### config.mk
export PLATFORM = sky130hd
export DESIGN_NAME = fetch_unit
export DESIGN_NICKNAME = d
export VERILOG_FILES = /design/src/rtl/fetch_unit.sv
export SDC_FILE = /design/constraint.sdc
export NUM_CORES = 1
export LEC_CHECK = 0
export ABC_CLOCK_PERIOD_IN_PS = 9800
export CAP_MARGIN = 20
export CORE_UTILIZATION = 49
export CTS_CLUSTER_DIAMETER = 200
export DETAILED_ROUTE_END_ITERATION = 7
export PLACE_DENSITY_LB_ADDON = 0.15
export SYNTH_ARGS = -nofsm -noshare
export SYNTH_HDL_FRONTEND = slang
export SYNTH_SLANG_ARGS = --single-unit
export TNS_END_PERCENT = 20
### constraint.sdc
create_clock -name clk -period 9.8 [get_ports clk]
set_clock_uncertainty 0.05 [all_clocks]
set_input_delay 1.96 -clock clk [delete_from_list [all_inputs] [get_ports clk]]
set_output_delay 1.96 -clock clk [all_outputs]
set_load 0.02 [all_outputs]
### src/rtl/fetch_unit.sv
// Instruction fetch stage: owns the PC, fetches one word at a time over a
// req/gnt/rvalid handshake and hands instructions to decode via valid/ready.
module fetch_unit #(
    parameter logic [31:0] RESET_PC  = 32'h0000_0000,
    parameter logic [31:0] NOP_INSTR = 32'h0000_0013
) (
    input  logic        clk,
    input  logic        rst,

    output logic        imem_req,
    output logic [31:0] imem_addr,
    input  logic        imem_gnt,
    input  logic        imem_rvalid,
    input  logic [31:0] imem_rdata,

    input  logic        redirect,
    input  logic [31:0] redirect_pc,

    output logic        instr_valid,
    output logic [31:0] instr,
    output logic [31:0] instr_pc,
    input  logic        instr_ready
);

    typedef enum logic [1:0] {
        S_IDLE,
        S_REQ,
        S_WAIT,
        S_HOLD
    } state_e;

    state_e      state_q, state_d;
    logic [31:0] pc_q, pc_d;
    logic        drop_q, drop_d;
    logic        valid_q, valid_d;
    logic [31:0] instr_q, instr_d;
    logic [31:0] instr_pc_q, instr_pc_d;

    logic [31:0] target;
    assign target = {redirect_pc[31:2], 2'b00};

    always_comb begin
        // NOTE: every next-state signal gets its hold value first, so no path
        // through the case statement can leave one unassigned and infer a latch.
        state_d    = state_q;
        pc_d       = pc_q;
        drop_d     = drop_q;
        valid_d    = valid_q;
        instr_d    = instr_q;
        instr_pc_d = instr_pc_q;

        unique case (state_q)
            S_IDLE: begin
                if (redirect) pc_d = target;
                state_d = S_REQ;
            end

            S_REQ: begin
                if (redirect) pc_d = target;
                if (imem_gnt) begin
                    // A redirect racing the grant means the granted word is stale.
                    drop_d  = redirect;
                    state_d = S_WAIT;
                end
            end

            S_WAIT: begin
                if (imem_rvalid && (drop_q || redirect)) begin
                    drop_d  = 1'b0;
                    if (redirect) pc_d = target;
                    state_d = S_REQ;
                end else if (imem_rvalid) begin
                    instr_d    = imem_rdata;
                    instr_pc_d = pc_q;
                    valid_d    = 1'b1;
                    pc_d       = pc_q + 32'd4;
                    state_d    = S_HOLD;
                end else if (redirect) begin
                    pc_d   = target;
                    drop_d = 1'b1;
                end
            end

            S_HOLD: begin
                if (redirect || instr_ready) begin
                    valid_d = 1'b0;
                    instr_d = NOP_INSTR;
                    if (redirect) pc_d = target;
                    state_d = S_REQ;
                end
            end

            default: state_d = S_IDLE;
        endcase
    end

    // NOTE: state registers use non-blocking assignments so every flop samples
    // pre-edge values regardless of process evaluation order.
    always_ff @(posedge clk or posedge rst) begin
        if (rst) begin
            state_q    <= S_IDLE;
            pc_q       <= RESET_PC;
            drop_q     <= 1'b0;
            valid_q    <= 1'b0;
            instr_q    <= NOP_INSTR;
            instr_pc_q <= RESET_PC;
        end else begin
            state_q    <= state_d;
            pc_q       <= pc_d;
            drop_q     <= drop_d;
            valid_q    <= valid_d;
            instr_q    <= instr_d;
            instr_pc_q <= instr_pc_d;
        end
    end

    assign imem_req    = (state_q == S_REQ);
    assign imem_addr   = pc_q;
    assign instr_valid = valid_q;
    assign instr       = instr_q;
    assign instr_pc    = instr_pc_q;

endmodule

==> results.json <==
{
  "ys_seq_area_frac": 0.532,
  "drive_gt1_frac": 0.0496,
  "synth-simple-area-share": 0.300,
  "synth_compound_area_frac": 0.0943,
  "power_density_nw_per_um2": 220,
  "grt_pass1_vias": 3992,
  "ir_drop_mv": 0.115,
  "busiest_layer": "met2",
  "maxSlewHeadroom": 0.370,
  "muxShareOfSynthArea": 0.00876,
  "ys_types": 55,
  "cts_hold_buf": 0,
  "n_antenna_cell": 0,
  "routed_wl_um": 12800,
  "cts_sinks": 100,
  "slew_violations": 0,
  "start_util": 0.508,
  "path_max_fanout": 75,
  "synth_seq_cells": 100,
  "slowest_delay_ns": 0.62,
  "area_growth_pct": 41.5,
  "grt_util_met2": 0.415,
  "synth_top_area_frac": 0.515,
  "critPathKind": "input port to register",
  "gp_congestion": 0.870,
  "ys_dominant_reg_cell": "dfrtp_1",
  "critPathCaptureType": "register",
  "reg2reg_to": "imem_addr[31]$_DFFE_PP0P_",
  "die_h_um": 100,
  "fmaxAchievable_ghz": 0.221,
  "io_pins": 168,
  "drcViolationCount": 0,
  "avgSynthCellArea_um2": 8.92,
  "hp-start": "instr[13]$_DFFE_PP0P_",
  "synth_cells": 528,
  "setup_viol": 0,
  "grt_pass1_wl_um": 20700,
  "crit_top_cell": "buf_4",
  "cts_resized": 0,
  "fin_nets": 755,
  "min_to": "instr[13]$_DFFE_PP0P_",
  "dieArea_um2": 10000,
  "grt_use_met1": 0.376,
  "cp_slowest_cell": "buf_4",
  "placement.io_buffers": 165,
  "rsz0062_at_grt": "false",
  "vias": 4377,
  "reg2regPathDepth": 8,
  "final_cell_mix": "nand2_1, clkdlybuf4s50_1, dfrtp_1",
  "synth-edff-count": 0,
  "cts_root_buf": "clkbuf_8",
  "track_usage": 0.262,
  "cp_data_arrival_time_ns": 4.73,
  "finalCritPeriodShare": 0.462,
  "synthAdderAreaFrac": 0.0133,
  "syn_nets": 603,
  "setup_tns_ns": 0,
  "vias_per_cell": 5.38,
  "synthXorXnorAreaFrac": 0.0186,
  "antenna_found_initial": 0,
  "drt_pre_antenna_iters": 4,
  "final_common_cell": "nand2_1",
  "antenna_left": 0,
  "required_ns": 10.01,
  "synthArstFlopShare": 1.00,
  "nFillCells": 723,
  "clockBufferDepth": 2,
  "place_inst": 797,
  "grt_max_degree": 76,
  "dp_hpwl_um": 8730,
  "core_um2": 9280,
  "dieWidth_um": 100,
  "cts_setup_buffers": 0,
  "r2r_start": "state_q[0]$_DFFE_PP0P_",
  "syn-cell-area_um2": 4710,
  "cts.clk_slew.worst_paths_ns": 0.10,
  "status": "completed",
  "hp-class": "register to register",
  "clk_latency_ns": 0.36,
  "worstHoldPathCells": 2,
  "synth_top_family_by_area": "simple AND/OR/NAND/NOR gates",
  "ff2ff_setup_slack_ns": 6.85,
  "maxCapViolCount": 0,
  "p_leak_nw": 2.98,
  "path_cells": "clkdlybuf4s50_1 -> buf_4 -> and4bb_2 -> buf_4 -> nand2_1 -> nor3_1 -> a311oi_1 -> a221o_1",
  "htreeDepth": 3,
  "drt-initial-drc-count": 281,
  "hold_violations": 0,
  "ys_top_cells_by_area": "dfrtp_1, nand2_1, nand3b_1, o21ai_0, nor2_1",
  "grt-ovfl-total": 0,
  "yosysWarnings": 0,
  "worst_pin_slew_ns": 0.945,
  "synth_top_area_cell": "dfrtp_1",
  "wl_per_cell_um": 15.8,
  "num_rows": 35,
  "cts_tree": "done",
  "critPathLaunchType": "input port",
  "cts_buffers": 9,
  "instances_no_fill": 814,
  "met3_usage": 0.0376,
  "min_period_ns": 4.53
}
## cells in the mapped netlist, types with 2 or more instances
cell,number
a211oi_1,3
a21oi_1,14
a22oi_1,2
a311oi_1,2
a31oi_1,3
and3_1,5
and4_1,7
buf_1,2
buf_2,6
clkbuf_1,21
dfrtp_1,97
dfstp_2,3
ha_1,5
inv_1,9
mux2i_1,3
nand2_1,186
nand3_1,8
nand3b_1,29
nand4_1,11
nor2_1,25
nor2b_1,4
nor3_1,8
nor3b_1,2
nor4_1,3
o21a_1,2
o21ai_0,25
o22a_1,2
o22ai_1,4
o2bb2ai_1,2
o32ai_1,2
xnor2_1,6
xor2_1,4
## power breakdown
group,internal (W),leakage [nW],switching (W)
Clock,0.000119,0.0939,0.000145
Combinational,0.000285,1.60,0.000311
Sequential,0.000526,1.28,0.0000811
## layer usage
metal | vias up | share of wire
li1 | 2097 | -
met1 | 2100 | 0.45
met2 | 168 | 0.48
met3 | 12 | 0.063
met4 | 0 | 0.011
met5 | - | 0
## cell type report
| cell class | instances | area (µm²) | share of cell area |
|---|---|---|---|
| Timing Repair Buffer | 171 | 1720 | 0.257 |
| Sequential cell | 100 | 2510 | 0.376 |
| Multi-Input combinational cell | 389 | 2060 | 0.308 |
| Clock inverter | 5 | 60.1 | 0.00901 |
| Tap cell | 129 | 161 | 0.0242 |
| Clock buffer | 11 | 131 | 0.0197 |
| Inverter | 9 | 36.3 | 0.00544 |
## critical path: cells and delay by family
family	cells	cell delay [ns]
buf+inv	3	1.27
simple gates	3	1.05
compound gates	2	0.44
## worst max path at each step
stage | startpoint | to | cells past startpoint
finish | redirect | imem_addr[31]$_DFFE_PP0P_ | 8
global placement | redirect | imem_addr[31]$_DFFE_PP0P_ | 8
CTS | redirect | imem_addr[31]$_DFFE_PP0P_ | 8
global route | redirect | imem_addr[31]$_DFFE_PP0P_ | 8
detailed placement | redirect | imem_addr[31]$_DFFE_PP0P_ | 8
floorplan | rst | drop_q$_DFFE_PP0P_ | 1
## cell families (layout without fill, tap and decap cells)
logic type	count (synthesis)	after routing
AO/OA/AOI/OAI	70	70
XOR/XNOR	10	10
adder cells (fa/ha/maj)	5	5
buffers and inverters	39	196
flip-flops	100	100
multiplexers	4	4
AND/OR/NAND/NOR	300	300
## flip-flops by register name, indices dropped and copies added, names as in the netlist
| register | flops |
|---|---|
| imem_addr | 32 |
| instr | 32 |
| instr_pc | 32 |
| state_q | 2 |
| drop_q | 1 |
| instr_valid | 1 |
## through the flow
stage                      util  setup slack, ns  hold WS [ns]  area [µm²]  power (W)
after floorplan               -             5.18         0.460        4710   0.000906
after global placement    0.695             4.94         0.398        6450    0.00119
after detailed placement  0.695             4.86         0.405        6450    0.00121
after CTS                 0.715             5.26         0.428        6640    0.00147
after global routing      0.718             5.10         0.448        6670    0.00155
final                     0.718             5.27         0.422        6670    0.00147
Note: power is estimated with default switching activity, not from simulation.
